[config.mk]
export PLATFORM = sky130hd
export DESIGN_NAME = fpu_addsub_sched
export DESIGN_NICKNAME = d
export VERILOG_FILES = /design/src/rtl/fpu_ctrl_pkg.sv /design/src/rtl/fpu_rr_arbiter.sv /design/src/rtl/fpu_addsub_sched.sv
export SDC_FILE = /design/constraint.sdc
export NUM_CORES = 1
export LEC_CHECK = 0
export ABC_AREA = 0
export ABC_CLOCK_PERIOD_IN_PS = 1990
export CAP_MARGIN = 15
export CORE_ASPECT_RATIO = 1.75
export CORE_MARGIN = 2
export CORE_UTILIZATION = 35
export DETAILED_ROUTE_END_ITERATION = 8
export GPL_TIMING_DRIVEN = 0
export PLACE_DENSITY = 0.82
export RECOVER_POWER = 50
export SLEW_MARGIN = 10
export SYNTH_ARGS = -nofsm -noshare
export SYNTH_HDL_FRONTEND = slang
export SYNTH_HIERARCHICAL = 1
export SYNTH_SLANG_ARGS = --single-unit
[constraint.sdc]
create_clock -name clk -period 1.99 [get_ports clk]
set_input_delay 0.597 -clock clk [delete_from_list [all_inputs] [get_ports clk]]
set_output_delay 0.597 -clock clk [all_outputs]
set_load 0.02 [all_outputs]
[src/rtl/fpu_ctrl_pkg.sv]
`default_nettype none
// ============================================================================
//  Module   : fpu_ctrl_pkg
//  Purpose  : Shared types and constants for the FP add/sub issue controller.
//             Holds the controller state encoding and the datapath opcodes
//             that are driven on dp_ctrl.
//  Revision : 1.0 - initial release
// ============================================================================
package fpu_ctrl_pkg;

  typedef enum logic [1:0] {
    S_IDLE = 2'd0,
    S_EXEC = 2'd1,
    S_RESP = 2'd2
  } fpu_state_e;

  // Datapath opcodes; only bit 0 (subtract) is ever non-zero.
  localparam logic [4:0] FOP_ADD = 5'b00000;
  localparam logic [4:0] FOP_SUB = 5'b00001;

endpackage
`default_nettype wire

[src/rtl/fpu_rr_arbiter.sv]
`default_nettype none
// ============================================================================
//  Module   : fpu_rr_arbiter
//  Purpose  : NREQ-wide round-robin arbiter. The grant is combinational from
//             req; the priority pointer moves to one past the granted index
//             only when the grant is actually taken (advance).
//  Ports    : clk, rst_n    - clock / async active-low reset
//             req          - request vector
//             advance      - grant is consumed this cycle
//             grant        - one-hot grant (zero when no request)
//             grant_idx    - binary index of the granted requester
//             any          - at least one request is present
//  Revision : 1.0 - initial release
// ============================================================================
import fpu_ctrl_pkg::*;

module fpu_rr_arbiter #(
  parameter int NREQ  = 2,
  parameter int IDX_W = (NREQ > 1) ? $clog2(NREQ) : 1
) (
  input  logic             clk,
  input  logic             rst_n,
  input  logic [NREQ-1:0]  req,
  input  logic             advance,
  output logic [NREQ-1:0]  grant,
  output logic [IDX_W-1:0] grant_idx,
  output logic             any
);

  logic [IDX_W-1:0] r_ptr;
  int               w_cand;

  // Search upward from the pointer with wrap; first hit wins.
  always_comb begin
    grant     = '0;
    grant_idx = '0;
    any       = 1'b0;
    w_cand    = 0;
    for (int i = 0; i < NREQ; i++) begin
      w_cand = int'(r_ptr) + i;
      if (w_cand >= NREQ) w_cand = w_cand - NREQ;
      if (!any && req[w_cand]) begin
        any           = 1'b1;
        grant_idx     = IDX_W'(w_cand);
        grant[w_cand] = 1'b1;
      end
    end
  end

  always_ff @(posedge clk or negedge rst_n) begin
    if (!rst_n) begin
      r_ptr <= '0;
    end else if (advance && any) begin
      r_ptr <= (int'(grant_idx) == NREQ - 1) ? '0 : grant_idx + IDX_W'(1);
    end
  end

endmodule
`default_nettype wire

[src/rtl/fpu_addsub_sched.sv]
`default_nettype none
// ============================================================================
//  Module   : fpu_addsub_sched
//  Purpose  : Round-robin issue controller sharing one combinational FP
//             add/sub unit between NREQ requesters. Operands are held in
//             registers for EXEC_CYCLES so the unit can be constrained as a
//             multicycle path; the result is returned with requester id and
//             tag over a valid/ready response port.
//  Ports    : clk, rst_n          - clock / async active-low reset
//             flush               - drop in-flight op and pending response
//             req_valid/ready     - per-requester handshake
//             req_sub/a/b/tag     - per-requester operation (packed by index)
//             dp_ctrl/in1/in2     - registered drive to the datapath
//             dp_out              - combinational datapath result
//             rsp_valid/ready     - response handshake
//             rsp_id/tag/data     - owner index, tag and result
//             busy                - controller not idle
//  Revision : 1.0 - initial release
// ============================================================================
import fpu_ctrl_pkg::*;

module fpu_addsub_sched #(
  parameter int NREQ        = 2,
  parameter int TAG_W       = 4,
  parameter int EXEC_CYCLES = 2
) (
  input  logic                    clk,
  input  logic                    rst_n,
  input  logic                    flush,
  input  logic [NREQ-1:0]         req_valid,
  output logic [NREQ-1:0]         req_ready,
  input  logic [NREQ-1:0]         req_sub,
  input  logic [NREQ*32-1:0]      req_a,
  input  logic [NREQ*32-1:0]      req_b,
  input  logic [NREQ*TAG_W-1:0]   req_tag,
  output logic [4:0]              dp_ctrl,
  output logic [31:0]             dp_in1,
  output logic [31:0]             dp_in2,
  input  logic [31:0]             dp_out,
  output logic                    rsp_valid,
  input  logic                    rsp_ready,
  output logic [$clog2(NREQ)-1:0] rsp_id,
  output logic [TAG_W-1:0]        rsp_tag,
  output logic [31:0]             rsp_data,
  output logic                    busy
);

  localparam int ID_W  = $clog2(NREQ);
  localparam int CNT_W = (EXEC_CYCLES > 1) ? $clog2(EXEC_CYCLES) : 1;

  fpu_state_e       r_state;
  fpu_state_e       w_state_nx;
  logic [CNT_W-1:0] r_cnt;
  logic             r_sub;
  logic [31:0]      r_a;
  logic [31:0]      r_b;
  logic [TAG_W-1:0] r_tag;
  logic [ID_W-1:0]  r_gid;
  logic [31:0]      r_result;
  logic [ID_W-1:0]  r_rsp_id;
  logic [TAG_W-1:0] r_rsp_tag;

  logic             w_can_accept;
  logic             w_hs;
  logic [NREQ-1:0]  w_grant;
  logic [ID_W-1:0]  w_gidx;
  logic             w_any;

  // A new op may only be taken when the unit is free: idle, or the pending
  // response is being popped this very cycle (back-to-back issue).
  assign w_can_accept = !flush &&
                        ((r_state == S_IDLE) || ((r_state == S_RESP) && rsp_ready));
  assign w_hs         = w_can_accept && w_any;
  assign req_ready    = w_grant & {NREQ{w_can_accept}};

  fpu_rr_arbiter #(
    .NREQ  (NREQ),
    .IDX_W (ID_W)
  ) u_arb (
    .clk       (clk),
    .rst_n     (rst_n),
    .req       (req_valid),
    .advance   (w_can_accept),
    .grant     (w_grant),
    .grant_idx (w_gidx),
    .any       (w_any)
  );

  // ---------------------------------------------------------------- FSM
  always_ff @(posedge clk or negedge rst_n) begin
    if (!rst_n) r_state <= S_IDLE;
    else        r_state <= w_state_nx;
  end

  always_comb begin
    w_state_nx = r_state;
    case (r_state)
      S_IDLE:  if (w_hs) w_state_nx = S_EXEC;
      S_EXEC:  if (r_cnt == '0) w_state_nx = S_RESP;
      S_RESP:  if (rsp_ready) w_state_nx = w_hs ? S_EXEC : S_IDLE;
      default: w_state_nx = S_IDLE;
    endcase
    if (flush) w_state_nx = S_IDLE;
  end

  // ------------------------------------------------- operands and result
  // Operand registers are the only source of dp_*, so the datapath inputs
  // cannot move while an op is executing or its response is stalled.
  always_ff @(posedge clk or negedge rst_n) begin
    if (!rst_n) begin
      r_cnt     <= '0;
      r_sub     <= 1'b0;
      r_a       <= '0;
      r_b       <= '0;
      r_tag     <= '0;
      r_gid     <= '0;
      r_result  <= '0;
      r_rsp_id  <= '0;
      r_rsp_tag <= '0;
    end else if (w_hs) begin
      r_sub <= req_sub[w_gidx];
      r_a   <= req_a[32*int'(w_gidx) +: 32];
      r_b   <= req_b[32*int'(w_gidx) +: 32];
      r_tag <= req_tag[TAG_W*int'(w_gidx) +: TAG_W];
      r_gid <= w_gidx;
      r_cnt <= CNT_W'(EXEC_CYCLES - 1);
    end else if (!flush && (r_state == S_EXEC)) begin
      if (r_cnt == '0) begin
        r_result  <= dp_out;
        r_rsp_id  <= r_gid;
        r_rsp_tag <= r_tag;
      end else begin
        r_cnt <= r_cnt - CNT_W'(1);
      end
    end
  end

  // ------------------------------------------------------------ outputs
  assign dp_ctrl   = r_sub ? FOP_SUB : FOP_ADD;
  assign dp_in1    = r_a;
  assign dp_in2    = r_b;
  assign rsp_valid = (r_state == S_RESP);
  assign rsp_id    = r_rsp_id;
  assign rsp_tag   = r_rsp_tag;
  assign rsp_data  = r_result;
  assign busy      = (r_state != S_IDLE);

endmodule
`default_nettype wire

==> results of run 1 <==
==> where the power goes <==
| part | total [W] | switching [W] | internal, W | leakage (nW) |
|---|---|---|---|---|
| Combinational | 0.00576 | 0.00250 | 0.00326 | 2.19 |
| Clock | 0.00184 | 0.000817 | 0.00102 | 0.150 |
| Sequential | 0.00388 | 0.000587 | 0.00329 | 1.31 |
==> sequential cells by signal (all words and copies together) (netlist names), named ones only <==
signal and flops:
dp_in1 32, dp_in2 32, r_cnt 1, r_gid 1, r_state 2, r_sub 1, r_tag 4, rsp_data 32
rsp_id 1, rsp_tag 4
==> cells by family (layout without fill, tap and decap cells) <==
logic type | after synthesis | in the layout | share of synthesized area [%]
AOI/OAI and AO/OA | 10 | 10 | 1.78
buffers and inverters | 26 | 331 | 3.68
DFF | 111 | 111 | 53.4
muxes | 176 | 176 | 39.6
other | 1 | 4 | 0.0721
and+or+nand+nor | 10 | 10 | 1.47
==> cells in the final DEF, fill, tap and decap left out, drive strengths merged <==
cell and count:
a31oi 1, nor2b 1, clkbuf 19, dlymetal6s2s 3
clkinv 2, a2bb2oi 1, bufinv 1, inv 5
conb 4, dfrtp 111, a211oi 1, a21boi 3
nor2 3, a21o 2, or3b 1, a21oi 1
clkdlybuf4s50 268, clkdlybuf4s15 3, or2 2, a2111oi 1
and2 2, mux2 176, buf 27, nand2b 1
dlygate4sd2 3
==> critical path, stage by stage <==
cell and delay [ns]:
clkdlybuf4s15_2 0.26, a211oi_4 0.23, and2_4 0.19, buf_6 0.11
==> per-layer routing <==
layer	global-route usage, %	vias up	routed length [um]
met4	7.14	0	425
met5	0	-	0
met3	4.26	27	947
met1	18.6	1941	5030
li1	-	1794	-
met2	34.8	159	8460
==> timing repair <==
action	CTS	global route
buffers inserted	6	2
endpoints found under the hold margin	0	0
endpoints found under the setup margin	107	30
pin swaps	4	1
gates resized for setup	59	6
==> worst paths after layout <==
kind / startpoint / to / slack (ns) / depth (start not counted)
max: flush / req_ready[1] / 0.01 / 4
min: rsp_data[5] / rsp_data[5] / 0.48 / 1
max reg2reg: r_state[1] / rsp_data[6] / 0.06 / 5
min reg2reg: rsp_data[5] / rsp_data[5] / 0.48 / 1
max in group asynchronous: rst_n / dp_in1[12] / 0.33 / 2
min in group asynchronous: rst_n / dp_in2[3] / 0.49 / 1
==> cell type report <==
type / instances / share of cell area, %
Buffer: 23 / 3.02
Multi-Input combinational cell: 200 / 25.9
Timing Repair Buffer: 290 / 33.0
Tap cell: 183 / 2.62
Clock inverter: 5 / 0.745
Sequential cell: 111 / 31.8
Clock buffer: 10 / 2.74
Inverter: 3 / 0.129
==> per-stage QoR <==
stage	setup TNS [ns]	hold WS, ns	area (sq um)	cells
2_1_floorplan	-2.97	0.301	5210	337
3_3_place_gp	-508.29	0.470	8250	801
3_5_place_dp	-97.76	0.476	8280	802
4_1_cts	0	0.189	8730	823
5_1_grt	-0.256	0.495	8740	825
6_report	0	0.484	8740	825
==> results.json, run 1 <==
{
  "status": "completed",
  "ys.flop_type": "dfrtp_1",
  "diodes": 0,
  "synth_edf_count": 0,
  "max_slew_margin_pct": 18.6,
  "max-clock-path-buffers": 2,
  "core_area_sq_um": 14700,
  "drive_gt1_share_pct": 36.9,
  "cts_tree": "done",
  "postCtsHoldBufs": 0,
  "p_leak_nw": 3.65,
  "cts_max_level": 3,
  "wl_mm": 14.9,
  "first_global_vias": 4320,
  "routed-via-count": 3921,
  "hp-class": "flop to flop",
  "clkSinkCount": 111,
  "seqCellArea_sq_um": 2780,
  "clk_pin_slew_ns": 0.06,
  "pre_cts_slack_ns": -1.22,
  "skew_ns": 0.00749,
  "finalWorstSetupSlack_ns": 0.0140,
  "synth_top_area_share_pct": 53.4,
  "clk_latency_ns": 0.34,
  "power_w": 0.0115,
  "drv_slew": 0,
  "area_delta_synth_final_pct": 68.1,
  "min_period_ns": 1.98,
  "grt_usage_pct": 18.3,
  "nNetsFinal": 814,
  "pin_count": 286,
  "synthArstFlopShare_pct": 100,
  "ir_drop_uv": 630,
  "synth_common_cells": "mux2_2, dfrtp_1, mux2_4",
  "grt_overflow": 0,
  "finalHoldViolations": 0,
  "n_fill_cell": 1170,
  "dp_hpwl_mm": 11.6,
  "drv_cap": 0,
  "cts_buffers": 9,
  "grt_max_degree": 65,
  "yosys-top-cells-area": "dfrtp_1, mux2_2, mux2_4, buf_6, buf_4",
  "die-height_um": 165,
  "cp-start-kind": "input port",
  "final-setup-viol-count": 0,
  "synth_cell_types": 24,
  "avgSynthCellArea_sq_um": 15.6,
  "portBuffers": 281,
  "synth-seq-cells": 111,
  "cp.required_ns": 1.39,
  "tightest_slew_ns": 1.22,
  "ys_seq_area_share_pct": 53.4,
  "die_x_um": 96.1,
  "drtIter0Drc": 79,
  "synth_warnings": 6,
  "rows": 59,
  "synthesis.area_sq_um": 5200,
  "drtAntennaViolNets": 0,
  "syn_inst": 334,
  "start_util_pct": 35.4,
  "drc_errors": 0,
  "cp-end-kind": "output port",
  "path_max_fanout": 5,
  "dieArea_sq_um": 15900,
  "yosysMostFrequentCell": "mux2_2",
  "antenna_found_initial": 0,
  "multi_input_area_sq_um": 2260,
  "grt_pass1_wl_mm": 21.9,
  "synth_largest_area_cell": "dfrtp_1",
  "rsz0062_at_grt": "true",
  "min_period_over_period_pct": 99.3,
  "finish.utilization_pct": 59.5,
  "fmax_ghz": 0.506,
  "wl_per_cell_um": 18.0,
  "via_per_inst": 4.75,
  "worstSetupPathType": "input port to output port",
  "drtPass1Iterations": 4,
  "routabilityCongestion": 0.772,
  "cellPowerDensity_nw_per_um2": 1310,
  "worst_ep_arrival_time_ns": 1.38,
  "cts_root_buf": "clkbuf_16"
}
No activity file was read; power rests on OpenSTA's default activity.
==> run 2, diff against run 1 <==
PLACE_DENSITY = 0.83   (was 0.82)
SYNTH_HIERARCHICAL = not set   (was 1)
==> run 2 against run 1 <==
The run now ends with negative setup slack left. Critical path depth grew 2. Global-route usage grew 4.1 points. Flip-flop and latch count is the same. Combinational power shrank 25%. Power shrank 17%. Worst setup slack lost 0.045 ns. Synthesized cell count grew 27%. Maximum frequency shrank 2.2%. Non-clock buffer count grew 24. Final cell count grew 11%. Via count grew 23%. First-iteration DRC count grew 120%. Critical path type unchanged.
==> results.json, run 2 <==
{
  "cp.required_ns": 1.39,
  "wl_mm": 17.3,
  "hp-class": "input port to async pin",
  "synth_warnings": 0,
  "syn_inst": 425,
  "drv_cap": 0,
  "grt_usage_pct": 22.3,
  "cp-end-kind": "output port",
  "grt_max_degree": 96,
  "min_period_over_period_pct": 102,
  "finalHoldViolations": 0,
  "stdcell_area_sq_um": 8440,
  "die_x_um": 94.5,
  "rows": 57,
  "drc_errors": 0,
  "worstSetupPathType": "input port to output port",
  "worst-path-buf-inv": 4,
  "max-clock-path-buffers": 2,
  "violations": "negative setup slack",
  "cpPeakStageDelay_ns": 0.18,
  "synth_largest_area_cell": "dfrtp_1",
  "ys.flop_type": "dfrtp_1",
  "final-setup-viol-count": 1,
  "portBuffers": 281,
  "clkSinkCount": 111,
  "setup_tns_ns": -0.0310,
  "drtAntennaViolNets": 0,
  "fmax_ghz": 0.495,
  "final_common_cell": "clkdlybuf4s50_1",
  "cp-start-kind": "input port",
  "max_slew_margin_pct": 25.9,
  "yosys-top-cells-area": "dfrtp_1, a221o_1, a31oi_1, mux2_2, inv_1",
  "wl_per_cell_um": 19.0,
  "clk_pin_slew_ns": 0.08,
  "die-height_um": 162,
  "cpMostUsedCell": "buf_6",
  "mostFrequentLayoutCells": "clkdlybuf4s50_1, dfrtp_1, inv_1",
  "drtPass1Iterations": 5,
  "drive_gt1_share_pct": 14.4,
  "ir_drop_uv": 485,
  "drv_slew": 0,
  "synthArstFlopShare_pct": 100,
  "grt_overflow": 0,
  "drtIter0Drc": 173,
  "antenna_found_initial": 1,
  "finalWorstSetupSlack_ns": -0.0310,
  "dp_hpwl_mm": 13.4,
  "core_area_sq_um": 14000,
  "seqCellArea_sq_um": 2780,
  "start_util_pct": 35.9,
  "pre_cts_slack_ns": -1.62,
  "synth-seq-cells": 111,
  "synth_edf_count": 0,
  "avgSynthCellArea_sq_um": 11.8,
  "cts_tree": "done",
  "place_area_sq_um": 8090,
  "status": "complete, but fails checks",
  "min_period_ns": 2.02,
  "path_max_fanout": 5,
  "synth_common_cells": "dfrtp_1, inv_1, a221o_1, a31oi_1, mux2_2",
  "p_leak_nw": 3.67,
  "synth_top_area_share_pct": 55.4,
  "dieArea_sq_um": 15300,
  "cts_root_buf": "clkbuf_16",
  "cts_buffers": 9,
  "area_delta_synth_final_pct": 68.3,
  "rsz0062_at_grt": "true",
  "via_per_inst": 5.30,
  "cts_max_level": 3,
  "skew_ns": 0.0139,
  "routed-via-count": 4837,
  "tightest_slew_ns": 1.11,
  "clk_latency_ns": 0.35,
  "synthesis.area_sq_um": 5010,
  "worst_ep_arrival_time_ns": 1.42,
  "power_w": 0.00952,
  "cp_cell_sequence": "buf_2 -> nor2_4 -> buf_6 -> and4_1 -> buf_6 -> buf_6",
  "yosysMostFrequentCell": "dfrtp_1",
  "routabilityCongestion": 0.809,
  "first_global_vias": 5237,
  "cp.depth": 6,
  "ys_seq_area_share_pct": 55.4,
  "multi_input_area_sq_um": 1710,
  "cp_top_family": "buffers and inverters",
  "reg2reg_depth": 5,
  "cellPowerDensity_nw_per_um2": 1130,
  "nNetsFinal": 905,
  "synth_cell_types": 25,
  "pin_count": 286,
  "n_fill_cell": 1165,
  "grt_pass1_wl_mm": 26.3,
  "slowest_stage": "and4_1"
}
-- run 2: changes by cell type in the layout (fill, tap and decap cells not counted), moves of 5 or more --
cell	previous run	this run
mux2_2	153	37
a221o_1	0	69
inv_1	2	71
a31oi_1	1	69
clkbuf_1	0	20
mux2_4	20	0
buf_2	1	9
clkbuf_8	9	1
clkbuf_2	1	6
-- run 2: what timing repair did --
action / 4_1_cts / 5_1_grt
buffers inserted: 10 / 2
pin swaps: 3 / 2
setup endpoints to repair: 109 / 55
gates resized for setup: 46 / 12
hold buffers: 0 / 0
-- run 2: final cells by class --
class,count,area share [%]
timing repair buffer,294,34.3
sequential,111,32.9
multi-input combinational,199,20.3
buffer,43,3.28
inverter,71,3.16
clock buffer,11,2.88
tap,177,2.62
clock inverter,5,0.460
antenna,1,0.0297
-- run 2: per-layer routing --
metal  GRT usage [%]  share of wire (%)  vias to the layer above
met4            12.4                4.9                        0
met1            22.3                 34                     2329
met3            4.91                7.2                       51
li1                -                  -                     2187
met5               0                  0                        -
met2            41.6                 54                      270
-- run 2: where the power goes --
group / internal [W] / total (W) / switching [W]
combinational: 0.00232 / 0.00434 / 0.00202
clock: 0.000897 / 0.00173 / 0.000835
sequential: 0.00302 / 0.00345 / 0.000433
total: 0.00623 / 0.00952 / 0.00329
-- run 2: cell families (layout without fill, tap and decap cells) --
| kind of cell | after synthesis | count (layout) | share of synthesized area (%) |
|---|---|---|---|
| mux | 37 | 37 | 8.31 |
| buf+inv | 118 | 424 | 11.1 |
| simple gates | 14 | 14 | 1.87 |
| other cells | 1 | 5 | 0.0748 |
| compound gates | 144 | 144 | 23.3 |
| flops | 111 | 111 | 55.4 |
-- run 2: path summary, 6_finish.rpt --
check | start | endpoint | slack, ns
min | rst_n | dp_in1[8] | 0.43
max in group asynchronous | rst_n | dp_in1[7] | 0.54
max reg2reg | r_state[1] | rsp_data[21] | 0.06
min reg2reg | r_gid | r_gid | 0.49
min in group clk | r_gid | r_gid | 0.49
max | flush | req_ready[0] | -0.03
-- run 2: stage by stage --
step	instances	util [%]	hold slack (ns)
floorplan	428	-	0.301
detailed placement	887	57.9	0.443
global placement	886	57.7	0.461
global route	912	60.4	0.490
CTS	913	60.7	0.0612
finish	912	60.4	0.434
